===== src/rtl/bitstream_buffer.sv =====
// Width-converting bit buffer: IN_W-bit symbols in, OUT_W-bit words out, both LSB first.
// Valid/ready on both sides, with a flush that drains the final partial word zero-padded.
module bitstream_buffer #(
   parameter  int IN_W  = 4,
   parameter  int OUT_W = 1,
   parameter  int DEPTH = 32,
   localparam int LVL_W = $clog2(DEPTH + 1)
) (
   input  logic             CLK,
   input  logic             Reset,
   input  logic [IN_W-1:0]  in_data,
   input  logic             in_valid,
   output logic             in_ready,
   output logic [OUT_W-1:0] out_data,
   output logic             out_valid,
   input  logic             out_ready,
   input  logic             flush,
   output logic [LVL_W-1:0] level,
   output logic             full,
   output logic             empty
);

   if (DEPTH < IN_W + OUT_W) begin : g_bad_depth
      $error("bitstream_buffer: DEPTH must be >= IN_W + OUT_W");
   end

   localparam logic [LVL_W-1:0] IN_L    = LVL_W'(IN_W);
   localparam logic [LVL_W-1:0] OUT_L   = LVL_W'(OUT_W);
   localparam logic [LVL_W-1:0] FULL_TH = LVL_W'(DEPTH - IN_W);
   localparam logic [LVL_W-1:0] LVL_0   = {LVL_W{1'b0}};

   logic [DEPTH-1:0] data_q, data_d;
   logic [LVL_W-1:0] level_q, level_d;
   logic             flush_pending_q, flush_pending_d;

   logic             push_s, pop_s, flush_set_s;
   logic [LVL_W-1:0] pop_cnt_s, wr_pos_s;
   logic [DEPTH-1:0] shifted_s, in_ext_s;

   // Status, handshake and output decode; all driven from registers only.
   always_comb begin
      full      = (level_q > FULL_TH);
      empty     = (level_q == LVL_0);
      level     = level_q;
      in_ready  = !full && !flush_pending_q;
      out_valid = (level_q >= OUT_L) || (flush_pending_q && (level_q != LVL_0));
      out_data  = {OUT_W{1'b0}};
      for (int i = 0; i < OUT_W; i++) begin
         out_data[i] = data_q[i] & (LVL_W'(i) < level_q);
      end
   end

   // Next-state: optional shift-out first, then the new symbol lands just above the survivors.
   always_comb begin
      push_s = in_valid && in_ready;
      pop_s  = out_valid && out_ready;
      if (pop_s) begin
         pop_cnt_s = (level_q < OUT_L) ? level_q : OUT_L;
         shifted_s = data_q >> OUT_W;
      end else begin
         pop_cnt_s = LVL_0;
         shifted_s = data_q;
      end
      wr_pos_s = level_q - pop_cnt_s;
      in_ext_s = {{(DEPTH - IN_W){1'b0}}, in_data};
      if (push_s) begin
         data_d  = shifted_s | (in_ext_s << wr_pos_s);
         level_d = level_q + IN_L - pop_cnt_s;
      end else begin
         data_d  = shifted_s;
         level_d = level_q - pop_cnt_s;
      end
      flush_set_s     = flush && !flush_pending_q && ((level_q != LVL_0) || push_s);
      flush_pending_d = (flush_pending_q || flush_set_s) && (level_d != LVL_0);
   end

   // State registers with asynchronous clear.
   always_ff @(posedge CLK or negedge Reset) begin
      if (!Reset) begin
         data_q          <= {DEPTH{1'b0}};
         level_q         <= LVL_0;
         flush_pending_q <= 1'b0;
      end else begin
         data_q          <= data_d;
         level_q         <= level_d;
         flush_pending_q <= flush_pending_d;
      end
   end

endmodule

===== config.mk =====
export PLATFORM = sky130hd
export DESIGN_NAME = bitstream_buffer
export DESIGN_NICKNAME = d
export VERILOG_FILES = /design/src/rtl/bitstream_buffer.sv
export SDC_FILE = /design/constraint.sdc
export NUM_CORES = 1
export LEC_CHECK = 0
export ABC_AREA = 1
export BUFFER_PORTS_ARGS = -buffer_cell sky130_fd_sc_hd__buf_2
export CAP_MARGIN = 20
export CORE_ASPECT_RATIO = 0.7
export CORE_MARGIN = 1
export CORE_UTILIZATION = 55
export CTS_CLUSTER_SIZE = 10
export DETAILED_ROUTE_END_ITERATION = 10
export PLACE_DENSITY_LB_ADDON = 0.08
export SLEW_MARGIN = 20
export SYNTH_ARGS = -nofsm -noshare
export SYNTH_HDL_FRONTEND = slang
export SYNTH_SLANG_ARGS = --single-unit

===== constraint.sdc =====
create_clock -name CLK -period 3.9 [get_ports CLK]
set_input_delay 0.195 -clock CLK [delete_from_list [all_inputs] [get_ports CLK]]
set_output_delay 0.195 -clock CLK [all_outputs]
set_load 0.02 [all_outputs]

==> out/qor.txt, run 1 <==
Die Ht: 60.0 µm
Initial antenna violation count: 0
Post-DR wirelength/cell: 14.4 µm
Average size of a mapped cell: 7.23 µm²
Kind of critical path: reg2reg
Num ports: 20
Fraction of layout cells with a size suffix above 1: 0.117
Number of max-cap violations: 0
Adder-cell area share of the yosys netlist: 0.101
Dominant cell type by area after synthesis: dfrtp_1
CTS Hold Bufs: 0
DPL Wire Length: 4770 µm
GRT met2 Usage: 0.352
Ys Warns: 0
Die ar.: 0.00510 mm²
Setup Total Neg Slack: 0 ps
Fin crit share: 0.876
Final min period: 3420 ps
Rows: 20
CP max stage cell: fa_1
First-pass GRT wire length: 10300 µm
Crit-path max FO: 9
Failing checks: DRC
# setup viols final: 0
Setup ws final: 484 ps
Worst hold slack: 5.98 ps
IO Port Bufs: 19
Slew Limit Fails: 0
Most common cell on crit path: inv_1
Syn-to-layout area delta: 9.22%
DRT Pass-1 Iters: 8
Post-synthesis mux area share: 0
Die Wd: 84.9 µm
Largest family of logic cells by synthesized area: simple AND/OR/NAND/NOR gates
Largest delay contributor family on the critical path: adder cells
Slew @ Worst Pin: 869 ps
Hold WC Path Type: in2async
Nets: 412
Post-Synthesis Cells: 366
Syn_nets: 394
Critical Path Max Stage Delay: 680 ps
Post-Synth Simple-Gate Area: 0.274
Synth Area in Compound Gates: 0.145
Initial core utilization: 0.591
Area contributors post-synth: dfrtp_1 37%, nand2_1 13%, ha_1 7.1%, o21ai_0 6.4%, nor2_1 6.4%
Max transition margin: 0.421
CTS tree: done
Vias in the first global route: 2075
Gpl congestion: 0.914
Yosys reg bits: 39
ANT nets after route: 0
Worst clock skew: 4.03 ps
Residual overflow from global routing: 0
Max Root-Sink Buffers: 2
Core ar.: 0.00448 mm²
All-Layer GR Usage: 0.272
Met1 Usage GRT: 0.448
Worst Setup Start Kind: flip-flop
Post-Syn Area: 0.00265 mm²
Clock Sinks: 39
Top-area cell type share of the netlist area: 0.369
Clock slew at reported path FFs: 80 ps
Arrival time worst endpoint: 3630 ps
Gr busiest metal: met1
Post-Synth XOR/XNOR Area: 0.0255
Most frequent cells in the layout: 93 x nand2_1, 45 x nor2_1, 43 x inv_1
Final hold viol count: 0
Largest net degree at the start of global routing: 40
Drt drc: 1
H-tree depth: 2
M3 GR Usage: 0.0539
Clock Latency Late Sink: 300 ps
Resize count post-CTS: 0
Critical path depth in cells: 14
Post-CTS setup buffer count: 0
Post-detailed-route via-to-cell ratio: 5.52
WP buf/inv: 4
Cts bufs inserted: 5
Status: complete, but fails checks
Filler cells: 377
Final wirelength: 6320 µm
Maximum clock frequency: 0.293 GHz
Pre-CTS WS: 555 ps
WP data required: 4110 ps
Sequential area share after synthesis: 0.369
Antenna diodes: 0
Root Driver: clkbuf_8
Via Count: 2428
Most common cell after layout, fill and taps aside: nand2_1
Worst path cell trace: inv_1 > ha_1 > inv_2 > nor2_2 > o21ai_2 > nand2_2 > a21oi_1 > ha_1 > inv_1 > fa_1 > inv_1 > o31ai_1 > nand2_1 > o21ai_0
Starting DRC count in detailed routing: 279
Yosys cell types: 30
Reg2Reg Depth: 14
Unrepaired setup endpoints after global routing: no
CP Capture Type: flip-flop
## sequential cells by signal, indices dropped and copies added (netlist names)
name	flops
data_q	32
level	6
flush_pending_q	1
## cells by family after synthesis
group,count (synthesis)
simple gates,174
fa+ha+maj,19
xor+xnor,6
buf+inv,57
compound gates,71
flops,39
## synthesized netlist by cell type, drive strengths merged
cell and number:
nand4 5, nor3 3, nand3 17, ha 15, dfrtp 39, or2 4, inv 46, o31ai 1
clkbuf 1, o21ai 53, o211ai 2, xnor2 1, nor2 48, o22ai 8, xor2 5, buf 10
a21boi 1, nand3b 1, a21oi 6, nand2 96, fa 4
## stage by stage
stage               utilization  area (µm²)  instances
finish                    0.645        2890        440
global route              0.645        2890        440
CTS                       0.645        2890        440
detailed placement        0.620        2780        432
global placement          0.620        2780        432
floorplan                     -        2650        366
## final timing paths
path	start	slack, ps	to
worst max-delay path	level[4]	480	data_q[6]
worst min-delay path	Reset	6	data_q[5]
worst max register to register	level[4]	480	data_q[6]
worst min register to register	data_q[18]	520	data_q[18]
max in group asynchronous	Reset	3350	level[0]
min in group CLK	flush	150	flush_pending_q
## area by class of cell
type	instances	area, µm²	area share
clock inverters	3	43.8	0.0152
repair buffers	22	118	0.0407
flip-flops and latches	39	976	0.338
multi-input cells	270	1440	0.499
clock buffers	5	68.8	0.0238
well taps	55	68.8	0.0238
inverters	46	173	0.0597
## layer usage
metal	wire length [µm]	vias up	part of all wire
met3	515	5	0.081
li1	-	1201	-
met2	2400	93	0.38
met4	36	0	0.0057
met5	0	-	0
met1	3370	1129	0.53
Power of run 1 is not shown: default switching activity piles up to over one toggle a cycle in this logic, so the estimate is an artifact.
==> inputs of run 2 (changes only) <==
- CORE_UTILIZATION: 55 -> 32
==> run 2 against run 1 <==
Compared with the run above: the run now ends clean; critical endpoint is now data_q[26]; critical path depth up 3; clock-buffer cell count stayed put; critical path type unchanged; design area is 4.2% higher; die area grew 70%; largest cell class unchanged; global-route usage fell by 9.0 points; fmax rose by 2.0%; clock skew is 1.3 ps higher.
==> out/qor.txt, run 2 (same netlist as run 1, synthesis figures left out) <==
Status: finished clean
Rows: 27 (+35%)
Max transition margin: 0.373 (-0.0477)
Unrepaired setup endpoints after global routing: no
M3 GR Usage: 0.0402 (-0.0137)
Most frequent cells in the layout: 93 x nand2_1, 45 x nor2_1, 43 x inv_1
Root Driver: clkbuf_16
GRT met2 Usage: 0.217 (-0.135)
H-tree depth: 2 (unchanged)
Slew Limit Fails: 0 (unchanged)
Resize count post-CTS: 0 (unchanged)
Setup Total Neg Slack: 0 ps (unchanged)
Final min period: 3350 ps (-68.2 ps)
Max reg flops: 32 (unchanged)
Final instance area: 0.00301 mm² (+4.2%)
Arrival time worst endpoint: 3550 ps (-80 ps)
IO Port Bufs: 19 (unchanged)
Most common cell after layout, fill and taps aside: nand2_1
Worst Setup Start Kind: flip-flop
Sequential Power Share: 0.221
Worst clock skew: 5.34 ps (+1.31 ps)
Initial antenna violation count: 0 (unchanged)
Hold WC Path Type: in2async
WP data required: 4100 ps (about the same)
Core ar.: 0.00794 mm² (+77%)
Post-DR wirelength/cell: 14.8 µm (+3.1%)
Drt drc: 0 (-1)
Die Wd: 111 µm (+30%)
Met1 Usage GRT: 0.311 (-0.137)
First-pass GRT wire length: 12100 µm (+17%)
Die Ht: 78.1 µm (+30%)
Worst vdd ir: 0.000324 V
All-Layer GR Usage: 0.182 (-0.0900)
Num ports: 20 (unchanged)
CTS tree: done
# setup viols final: 0 (unchanged)
Fin crit share: 0.858 (-0.0175)
Crit-path max FO: 11 (+2)
DP Area: 0.00284 mm² (+2.3%)
Post-CTS setup buffer count: 0 (unchanged)
Gpl congestion: 0.862 (-5.7%)
Clock Sinks: 39 (unchanged)
P_sw: 1.60 mW
Combinational power share: 0.624
CTS Hold Bufs: 0 (unchanged)
DRT Pass-1 Iters: 5 (-3)
Final hold viol count: 0 (unchanged)
Kind of critical path: reg2reg
Syn-to-layout area delta: 13.8%
P per Cell Area: 1020 mW/mm²
Vias in the first global route: 2236 (+7.8%)
Filler cells: 853 (+130%)
Cts bufs inserted: 5 (unchanged)
Number of max-cap violations: 0 (unchanged)
Biggest register: data_q
Residual overflow from global routing: 0 (unchanged)
CP Capture Type: flip-flop
Post-detailed-route via-to-cell ratio: 4.85 (-12%)
Starting DRC count in detailed routing: 125 (-55%)
Clock share of power: 0.156
Nets: 413 (+0.24%)
P_leak: 1.38 nW
Largest net degree at the start of global routing: 40 (unchanged)
Antenna diodes: 0 (unchanged)
Pint: 1.48 mW
Initial core utilization: 0.333 (-0.257)
Gr busiest metal: met1
ANT nets after route: 0 (unchanged)
Die ar.: 0.00864 mm² (+70%)
Final wirelength: 7220 µm (+14%)
Slew @ Worst Pin: 940 ps (+71.5 ps)
DPL Wire Length: 5480 µm (+15%)
Sw Share: 0.520
Maximum clock frequency: 0.299 GHz (+2.0%)
Via Count: 2363 (-2.7%)
Fraction of layout cells with a size suffix above 1: 0.119 (+0.00229)
Clock Latency Late Sink: 290 ps (about the same)
Max Root-Sink Buffers: 2 (unchanged)
Clock slew at reported path FFs: 60 ps (-20 ps)
run 2: cell count changes in the layout (fill, tap and decap cells not counted):
cell,previous run,this run
clkbuf_8,5,0
buf_4,3,4
clkbuf_16,0,5
run 2: metrics by stage:
step                      total power [mW]  hold slack [ps]   util  std cells  setup WS [ps]
after floorplan                       2.02             -101      -        366            513
after global placement                2.63              407  0.358        479            578
after detailed placement              2.59              396  0.358        479            525
after CTS                             3.09             96.1  0.379        487            508
after global routing                  3.40              134  0.379        487            202
final                                 3.08             42.9  0.379        487            552
run 2: path summary, 6_finish.rpt:
path	slack, ps	from	endpoint	cells past startpoint
worst min-delay path	40	Reset	level[2]	1
min in group CLK	170	flush	flush_pending_q	3
worst max register to register	550	level[4]	data_q[26]	17
worst max-delay path	550	level[4]	data_q[26]	17
max in group asynchronous	3260	Reset	data_q[26]	1
worst min register to register	510	data_q[7]	data_q[6]	2
run 2: final cells by class:
type                    instances  area [µm²]  share of cell area
clock buffers                   5         125              0.0415
well taps                     101         126              0.0420
flip-flops and latches         39         976               0.324
clock inverters                 3        43.8              0.0145
multi-input cells             270        1440               0.479
inverters                      46         173              0.0573
repair buffers                 23         125              0.0415
run 2: power by group through the flow:
stage                     clock network (mW)  logic [mW]  registers [mW]
after global routing                   0.510        2.18           0.708
final                                  0.479        1.92           0.680
after floorplan                            0        1.33           0.697
after global placement                     0        1.94           0.689
after detailed placement                   0        1.91           0.685
after CTS                              0.492        1.92           0.680
run 2: critical path: stages (launching register included):
cell	delay, ps
dfrtp_1	470
inv_1	100
ha_1	240
inv_2	80
nor2_2	50
o21ai_2	130
nand2_2	70
a21oi_1	200
ha_1	180
inv_1	80
fa_1	400
nand3_1	100
nand2_1	120
xor2_2	220
nand3_1	420
inv_1	240
nand2_1	70
o21ai_0	80
run 2: layer usage:
metal  vias to the layer above  wire, µm
met3                         4       349
met4                         0        52
met2                        55      2480
met5                         -         0
li1                       1209         -
met1                      1095      4330
Power figures use the tool's default switching activity.
